## src/rtl/mem_32_arbiter.sv

```systemverilog
// Two-port arbiter in front of a single-port synchronous RAM.
// A host port and a local-engine port share the RAM. Grants are decided
// combinationally each cycle, and an owner may keep the RAM for up to
// BURST_MAX consecutive grants while the other side is waiting. Read data
// returns one cycle after a granted read, and the matching rvalid strobe
// tells each side which read result is on rdata.
module mem_32_arbiter #(
    parameter int ADDR_W    = 5,
    parameter int DATA_W    = 32,
    parameter int BURST_MAX = 4
) (
    input  logic              bus_clk,
    input  logic              bus_rst_n,
    input  logic              quiesce,
    input  logic              h_req,
    input  logic              h_we,
    input  logic [ADDR_W-1:0] h_addr,
    input  logic [DATA_W-1:0] h_wdata,
    output logic              h_gnt,
    output logic              h_rvalid,
    input  logic              l_req,
    input  logic              l_we,
    input  logic [ADDR_W-1:0] l_addr,
    input  logic [DATA_W-1:0] l_wdata,
    output logic              l_gnt,
    output logic              l_rvalid,
    output logic [DATA_W-1:0] rdata,
    output logic              mem_en,
    output logic              mem_we,
    output logic [ADDR_W-1:0] mem_addr,
    output logic [DATA_W-1:0] mem_wdata,
    input  logic [DATA_W-1:0] mem_rdata,
    output logic [15:0]       conflict_cnt
);

    typedef enum logic [1:0] {
        IDLE  = 2'd0,
        HOST  = 2'd1,
        LOCAL = 2'd2
    } state_t;

    localparam logic [3:0] BURST_LIM = 4'(BURST_MAX);

    state_t      state_reg;
    state_t      state_next;
    logic        last_host_reg;   // 1: host was served last, 0: local was
    logic [3:0]  burst_cnt_reg;
    logic [3:0]  burst_cnt_next;
    logic [15:0] conflict_cnt_reg;
    logic        h_rvalid_reg;
    logic        l_rvalid_reg;
    logic        hr;

    // A quiesced host link cannot request.
    assign hr = h_req & ~quiesce;

    // Grant decision and next state. The current owner keeps the RAM while it
    // requests, unless its burst is exhausted and the other side is waiting.
    // Grants are held off while reset is asserted.
    always_comb begin
        h_gnt = 1'b0;
        l_gnt = 1'b0;
        unique case (state_reg)
            IDLE: begin
                if (hr && l_req) begin
                    if (last_host_reg) l_gnt = 1'b1;
                    else               h_gnt = 1'b1;
                end else if (hr) begin
                    h_gnt = 1'b1;
                end else if (l_req) begin
                    l_gnt = 1'b1;
                end
            end
            HOST: begin
                if (hr && ((burst_cnt_reg < BURST_LIM) || !l_req)) h_gnt = 1'b1;
                else if (l_req)                                     l_gnt = 1'b1;
            end
            LOCAL: begin
                if (l_req && ((burst_cnt_reg < BURST_LIM) || !hr)) l_gnt = 1'b1;
                else if (hr)                                        h_gnt = 1'b1;
            end
            default: begin
                h_gnt = 1'b0;
                l_gnt = 1'b0;
            end
        endcase
        if (!bus_rst_n) begin
            h_gnt = 1'b0;
            l_gnt = 1'b0;
        end

        state_next     = IDLE;
        burst_cnt_next = 4'd0;
        if (h_gnt) begin
            state_next = HOST;
            if (state_reg != HOST)              burst_cnt_next = 4'd1;
            else if (burst_cnt_reg < BURST_LIM) burst_cnt_next = burst_cnt_reg + 4'd1;
            else                                burst_cnt_next = burst_cnt_reg;
        end else if (l_gnt) begin
            state_next = LOCAL;
            if (state_reg != LOCAL)             burst_cnt_next = 4'd1;
            else if (burst_cnt_reg < BURST_LIM) burst_cnt_next = burst_cnt_reg + 4'd1;
            else                                burst_cnt_next = burst_cnt_reg;
        end
    end

    // Route the granted side onto the RAM port; park everything at zero otherwise.
    always_comb begin
        mem_en    = h_gnt | l_gnt;
        mem_we    = 1'b0;
        mem_addr  = '0;
        mem_wdata = '0;
        if (h_gnt) begin
            mem_we    = h_we;
            mem_addr  = h_addr;
            mem_wdata = h_wdata;
        end else if (l_gnt) begin
            mem_we    = l_we;
            mem_addr  = l_addr;
            mem_wdata = l_wdata;
        end
    end

    // Arbitration state, burst length, ownership history and read-return tags.
    always_ff @(posedge bus_clk or negedge bus_rst_n) begin
        if (!bus_rst_n) begin
            state_reg     <= IDLE;
            last_host_reg <= 1'b0;
            burst_cnt_reg <= 4'd0;
            h_rvalid_reg  <= 1'b0;
            l_rvalid_reg  <= 1'b0;
        end else begin
            state_reg     <= state_next;
            burst_cnt_reg <= burst_cnt_next;
            if (h_gnt)      last_host_reg <= 1'b1;
            else if (l_gnt) last_host_reg <= 1'b0;
            h_rvalid_reg  <= h_gnt & ~h_we;
            l_rvalid_reg  <= l_gnt & ~l_we;
        end
    end

    // Saturating count of cycles in which one requester was made to wait.
    always_ff @(posedge bus_clk or negedge bus_rst_n) begin
        if (!bus_rst_n) begin
            conflict_cnt_reg <= 16'd0;
        end else if (hr && l_req && (h_gnt ^ l_gnt) && (conflict_cnt_reg != 16'hFFFF)) begin
            conflict_cnt_reg <= conflict_cnt_reg + 16'd1;
        end
    end

    assign h_rvalid     = h_rvalid_reg;
    assign l_rvalid     = l_rvalid_reg;
    assign rdata        = mem_rdata;
    assign conflict_cnt = conflict_cnt_reg;

endmodule
```

## config.mk

```make
export PLATFORM = sky130hd
export DESIGN_NAME = mem_32_arbiter
export DESIGN_NICKNAME = d
export VERILOG_FILES = /design/src/rtl/mem_32_arbiter.sv
export SDC_FILE = /design/constraint.sdc
export NUM_CORES = 1
export LEC_CHECK = 0
export CORE_ASPECT_RATIO = 1.75
export CORE_MARGIN = 8
export CORE_UTILIZATION = 30
export DETAILED_ROUTE_END_ITERATION = 10
export PLACE_DENSITY_LB_ADDON = 0.12
export SYNTH_ARGS = -nofsm -noshare
export SYNTH_HDL_FRONTEND = slang
export SYNTH_SLANG_ARGS = --single-unit
```

## constraint.sdc

```tcl
create_clock -name bus_clk -period 3.1 [get_ports bus_clk]
set_clock_uncertainty 0.05 [all_clocks]
set_input_delay 0.31 -clock bus_clk [delete_from_list [all_inputs] [get_ports bus_clk]]
set_output_delay 0.31 -clock bus_clk [all_outputs]
set_load 0.05 [all_outputs]
```

==> results of run 1 <==
==> logic make-up after synthesis <==
family                     after synthesis  synth area share, %
xor gates and xnor gates                11                 4.72
buffers and inverters                   52                 19.7
adders and majority gates                4                 2.45
and+or+nand+nor                         50                 16.4
AOI/OAI and AO/OA                       64                 25.6
DFF                                     25                 30.6
muxes                                    1                0.551
==> report_power, final <==
group	internal, mW	total (mW)	switching (mW)
Combinational	0.309	0.637	0.328
Clock	0.174	0.287	0.114
Sequential	0.351	0.389	0.0384
Total	0.833	1.31	0.480
==> how the worst max path moves through the flow <==
stage | start | endpoint | slack, ns | cells past startpoint
floorplan | l_req | conflict_cnt[13]$_DFFE_PN0P_ | 0.34 | 10
global placement | h_req | conflict_cnt[12]$_DFFE_PN0P_ | 0.12 | 9
detailed placement | h_req | conflict_cnt[12]$_DFFE_PN0P_ | 0.08 | 9
CTS | bus_rst_n | mem_en | 0.28 | 8
global route | h_req | conflict_cnt[8]$_DFFE_PN0P_ | 0.16 | 9
finish | h_req | conflict_cnt[8]$_DFFE_PN0P_ | 0.35 | 9
==> routing by layer <==
layer	share of wire, %	vias up	global-route usage (%)	routed length [um]
met5	0	-	0	0
met4	0.70	0	4.17	54
met3	14	2	9.40	1090
met2	52	135	27.0	3970
met1	33	906	14.6	2560
li1	-	955	-	-
==> layout make-up <==
| class | count | area (um2) | share of cell area [%] |
|---|---|---|---|
| Clock inverter | 1 | 5.00 | 0.134 |
| Timing Repair Buffer | 145 | 1850 | 49.6 |
| Tap cell | 84 | 105 | 2.82 |
| Inverter | 10 | 50.0 | 1.34 |
| Multi-Input combinational cell | 130 | 1010 | 27.3 |
| Sequential cell | 25 | 626 | 16.8 |
| Clock buffer | 3 | 75.1 | 2.02 |
==> worst max-delay path, cell delays in order <==
cell                              delay, ns
sky130_fd_sc_hd__clkdlybuf4s50_1       0.54
sky130_fd_sc_hd__nand3b_1              0.11
sky130_fd_sc_hd__a311o_1               0.32
sky130_fd_sc_hd__or2_4                 0.23
sky130_fd_sc_hd__ha_1                  0.31
sky130_fd_sc_hd__nand4bb_4             0.31
sky130_fd_sc_hd__or2_1                 0.32
sky130_fd_sc_hd__nor4_1                0.26
sky130_fd_sc_hd__xor2_1                0.17
==> per-stage QoR <==
stage          hold WS (ns)  cell area [um2]  util (%)  power, mW  setup WS [ns]
5_1_grt               0.484             3720      55.1       1.36          0.155
6_report              0.461             3720      55.1       1.31          0.346
4_1_cts               0.470             3720      55.1       1.33          0.281
3_3_place_gp          0.448             3640      53.9       1.03          0.118
3_5_place_dp          0.461             3640      53.9       1.04         0.0754
2_1_floorplan       -0.0356             2040         -      0.805          0.341
==> cell usage in the layout (no fill, tap or decap), drive strengths merged, types with 5 or more instances in the layout <==
cell | netlist | routed
clkdlybuf4s50 | 0 | 98
buf | 42 | 47
a22o | 38 | 38
dfrtp | 25 | 25
inv | 9 | 9
nand2 | 8 | 8
nor2 | 8 | 8
a21oi | 7 | 7
xnor2 | 6 | 6
nand3 | 6 | 6
xor2 | 5 | 5
nor4 | 5 | 5
==> impl_metrics.yaml, run 1 <==
status:
  run_status: "completed"
worst_setup_path:
  regToRegStartpoint: "burst_cnt_reg[3]$_DFF_PN0_"
  end_kind: "flop"
  worstPathMaxFanout: 7
  reg2regPathDepth: 8
  timing_worst_setup_path_type: "in -> reg"
  cp_data_required_time_ns: 3.24
  cp_data_arrival_time_ns: 2.89
  start_kind: "input port"
  regToRegSetupSlack_ns: 0.48
  critical_path.reg2reg.endpoint: "conflict_cnt[8]$_DFFE_PN0P_"
sta:
  grt_setup_unrepaired: "no"
  fin_setup_tns_ns: 0
  fin_crit_sh_pct: 88.8
  slew_viol_final: 0
  fmaxAchievable_ghz: 0.363
  setup_viol_count_final: 0
  timing_worst_slew_pin_value_ns: 0.554
  relSlewSlack_pct: 63.0
  report.final.hold_viol_count: 0
  min_cycle_time_layout_ns: 2.75
clocking:
  tritoncts: "done"
  max-clock-path-buffers: 2
  clock_latency_ns: 0.26
  htreeDepth: 1
  cts.sink_count: 25
  clock_tree.root_cell: "sky130_fd_sc_hd__clkbuf_16"
  post_cts_buffers: 0
  ctsResizeCount: 0
  clk_pin_slew_ns: 0.07
  holdBufCountCts: 0
  numCtsBuffers: 3
global_route:
  overflow: 0
  wire_length_of_the_first_global_routing_pass_um: 12000
  initial_antenna_violation_count: 0
  grt_util_all_layers_pct: 15.4
  grt_start_max_net_pins: 42
  first_global_vias: 2217
min_path:
  hp-class: "in -> async"
run:
  cap_violations: 0
synth:
  postSynth.asyncResetShare_pct: 100
  postSynthRegisterBits: 25
  synth.top_cells.by_area: "sky130_fd_sc_hd__dfrtp_1 (31%), sky130_fd_sc_hd__a22o_1 (16%), sky130_fd_sc_hd__buf_4 (12%), sky130_fd_sc_hd__buf_12 (3.9%), sky130_fd_sc_hd__xnor2_1 (2.6%)"
  synth_fp_nets: 324
  netlist_area_um2: 2040
  yosys_warnings: 0
  yosysUniqueCellTypes: 49
  synth_top_cells_by_count: "sky130_fd_sc_hd__a22o_1 (38), sky130_fd_sc_hd__buf_4 (33), sky130_fd_sc_hd__dfrtp_1 (25), sky130_fd_sc_hd__inv_1 (8), sky130_fd_sc_hd__nand2_1 (8)"
  synth_ff_type: "sky130_fd_sc_hd__dfrtp_1"
  synth_sequential_area_ratio_pct: 30.6
  synth_edf_count: 0
  synthCells: 207
  post_synth.cell_area_avg_um2: 9.87
  synth.top_cell.area_share_pct: 30.6
  synth.largest_area_cell: "sky130_fd_sc_hd__dfrtp_1"
  synth.most_common_cell: "sky130_fd_sc_hd__a22o_1"
floorplanning:
  ioPinCount: 204
  row_count: 40
  chipWidth_um: 78.4
  design.core.area_um2: 6760
  initial_utilization_pct: 30.2
  die_height_um: 125
  floorplan.die_area_um2: 9810
cells_and_area:
  number_of_flip_flops_under_the_largest_register_name: 16
  fin_nets: 432
  syn_to_final_growth_pct: 82.2
  antenna_cells: 0
  post_route_cells_drive_above_1_share_pct: 19.7
  finalNonFillerCells: 398
  filler_cell_count: 598
detailed_routing:
  route.vias.total: 1998
  detail_route.vias_per_cell: 5.02
  drt_pre_antenna_iters: 4
  route.antenna.remaining_nets: 0
  route.final.wire_length_um: 7670
  drt_drc_violations_left: 0
  routed_wire_length_per_instance_um: 19.3
  drt-initial-drc-count: 100
placed_design:
  port-buffer-count: 139
  gpl.final_weighted_congestion: 0.772
  post-dp-hpwl_um: 6610
  numPlacedInstances: 394
pwr:
  vdd_drop_max_mv: 0.209
  power.density_nw_per_um2: 353
  static-leakage-power_nw: 1.54
Power figures use the tool's default switching activity.
==> inputs of run 2 (changes only) <==
--- a/config.mk
+++ b/config.mk
@@ -7,8 +7,10 @@
 export LEC_CHECK = 0
 export CORE_ASPECT_RATIO = 1.75
 export CORE_MARGIN = 8
-export CORE_UTILIZATION = 30
+export CORE_UTILIZATION = 40
+export CTS_BUF_LIST = sky130_fd_sc_hd__clkbuf_16
 export DETAILED_ROUTE_END_ITERATION = 10
+export DONT_BUFFER_PORTS = 1
 export PLACE_DENSITY_LB_ADDON = 0.12
 export SYNTH_ARGS = -nofsm -noshare
 export SYNTH_HDL_FRONTEND = slang
==> run 2 against run 1 <==
Die area is 21% lower. First-iteration DRC count is 56% lower. Non-clock buffer count is 139 lower. Critical path depth is 2 lower. Setup slack worse by 0.023 ns. Fmax is 0.81% lower. Final cell count is 42% lower. Count of clock-buffer cells in the layout stayed put. Clock power is 1% lower. Global-route usage is 0.38 points lower. Register-to-register slack worse by 0.07 ns. Critical endpoint is now mem_en.
==> impl_metrics.yaml, run 2 (synthesis gave the netlist of run 1 again) <==
status:
  run_status: "completed"
pwr:
  power.density_nw_per_um2: 526
  total_power_uw: 998
  vdd_drop_max_mv: 0.491
  static-leakage-power_nw: 0.820
global_route:
  first_global_vias: 1776
  grt_util_all_layers_pct: 15.1
  grt_start_max_net_pins: 42
  wire_length_of_the_first_global_routing_pass_um: 9770
  initial_antenna_violation_count: 0
  overflow: 0
cells_and_area:
  multi_input_comb_area_um2: 1020
  mostFrequentLayoutCells: "sky130_fd_sc_hd__a22o_1 (38), sky130_fd_sc_hd__dfrtp_1 (25), sky130_fd_sc_hd__inv_1 (9)"
  fin_nets: 293
  commonest_non_fill_non_tap_cell_in_the_layout: "sky130_fd_sc_hd__a22o_1"
  ff_latch_area_um2: 626
  syn_to_final_growth_pct: -7.10
  antenna_cells: 0
  post-route-util_pct: 38.5
  filler_cell_count: 500
  number_of_flip_flops_under_the_largest_register_name: 16
  post_route_cells_drive_above_1_share_pct: 11.4
  finalNonFillerCells: 229
sta:
  report.final.hold_viol_count: 0
  slew_viol_final: 0
  timing_worst_slew_pin_value_ns: 0.625
  finalHoldWorstSlack_ns: 0.0601
  grt_setup_unrepaired: "no"
  fin_crit_sh_pct: 89.6
  fin_setup_tns_ns: 0
  setup_viol_count_final: 0
  relSlewSlack_pct: 58.3
  fmaxAchievable_ghz: 0.360
  min_cycle_time_layout_ns: 2.78
run:
  cap_violations: 0
placed_design:
  numPlacedInstances: 223
  gpl.final_weighted_congestion: 0.796
  port-buffer-count: 0
  post-dp-hpwl_um: 5080
floorplanning:
  floorplan.die_area_um2: 7740
  die_height_um: 111
  design.core.area_um2: 4930
  chipWidth_um: 70.0
  row_count: 34
  initial_utilization_pct: 41.4
  ioPinCount: 204
detailed_routing:
  routed_wire_length_per_instance_um: 27.1
  drt_drc_violations_left: 0
  drt_pre_antenna_iters: 4
  drt-initial-drc-count: 44
  route.vias.total: 1580
  route.antenna.remaining_nets: 0
  detail_route.vias_per_cell: 6.90
  route.final.wire_length_um: 6200
clocking:
  numCtsBuffers: 3
  post_cts_buffers: 0
  max-clock-path-buffers: 2
  clock_tree.root_cell: "sky130_fd_sc_hd__clkbuf_16"
  clk_pin_slew_ns: 0.06
  cts.sink_count: 25
  tritoncts: "done"
  clock_latency_ns: 0.26
  htreeDepth: 1
worst_setup_path:
  cp_data_required_time_ns: 2.74
  start_kind: "flop"
  cp_data_arrival_time_ns: 2.42
  timing_worst_setup_path_type: "reg -> out"
  end_kind: "output pin"
  worstPathMaxFanout: 41
min_path:
  hp-class: "in -> reg"
## run 2: worst max-delay path: stages (launching register included)
cell	delay [ns]
sky130_fd_sc_hd__dfrtp_1	0.43
sky130_fd_sc_hd__o21a_1	0.23
sky130_fd_sc_hd__o21ai_1	0.19
sky130_fd_sc_hd__o2111a_2	0.24
sky130_fd_sc_hd__buf_4	0.44
sky130_fd_sc_hd__inv_2	0.05
sky130_fd_sc_hd__ha_1	0.23
sky130_fd_sc_hd__inv_1	0.34
## run 2: path summary, 6_finish.rpt
check                                           startpoint                           end  slack, ns  depth (start not counted)
min in group asynchronous                        bus_rst_n  conflict_cnt[15]$_DFFE_PN0P_       0.43                          2
worst min register to register   last_host_reg$_DFFE_PN0P_     last_host_reg$_DFFE_PN0P_       0.49                          2
worst max-delay path            burst_cnt_reg[3]$_DFF_PN0_                        mem_en       0.32                          7
max in group asynchronous                        bus_rst_n    burst_cnt_reg[0]$_DFF_PN0_       2.42                          2
worst min-delay path                                  l_we            l_rvalid$_DFF_PN0_       0.06                          1
worst max register to register      state_reg[1]$_DFF_PN0_  conflict_cnt[15]$_DFFE_PN0P_       0.41                          8
## run 2: metal layers
metal  global-route usage (%)  wire length (um)
met4                     5.93               150
met1                     13.8              2050
met5                        0                 0
met2                     26.8              3180
met3                     8.15               812
## run 2: where the power goes
group / leakage [nW] / switching [mW] / internal (mW)
Combinational: 0.446 / 0.190 / 0.0626
Clock: 0.0423 / 0.111 / 0.172
Sequential: 0.331 / 0.113 / 0.349
Total: 0.820 / 0.414 / 0.584
## run 2: timing repair
action,CTS,global route
hold endpoints to repair,25,0
gates resized for setup,0,0
hold buffers,2,0
## run 2: cell type report
cell class                 count  share of cell area, %
clock inverter                 1                  0.198
timing repair buffer           6                   3.16
multi-input combinational    130                   53.5
inverter                      10                   2.64
clock buffer                   3                   3.96
tap                           54                   3.56
sequential                    25                   33.0
## run 2: through the flow
step | instance area, um2 | setup slack, ns
3_5_place_dp | 1790 | 0.430
5_1_grt | 1900 | 0.171
2_1_floorplan | 2040 | 0.341
3_3_place_gp | 1790 | 0.492
6_report | 1900 | 0.324
4_1_cts | 1900 | 0.325
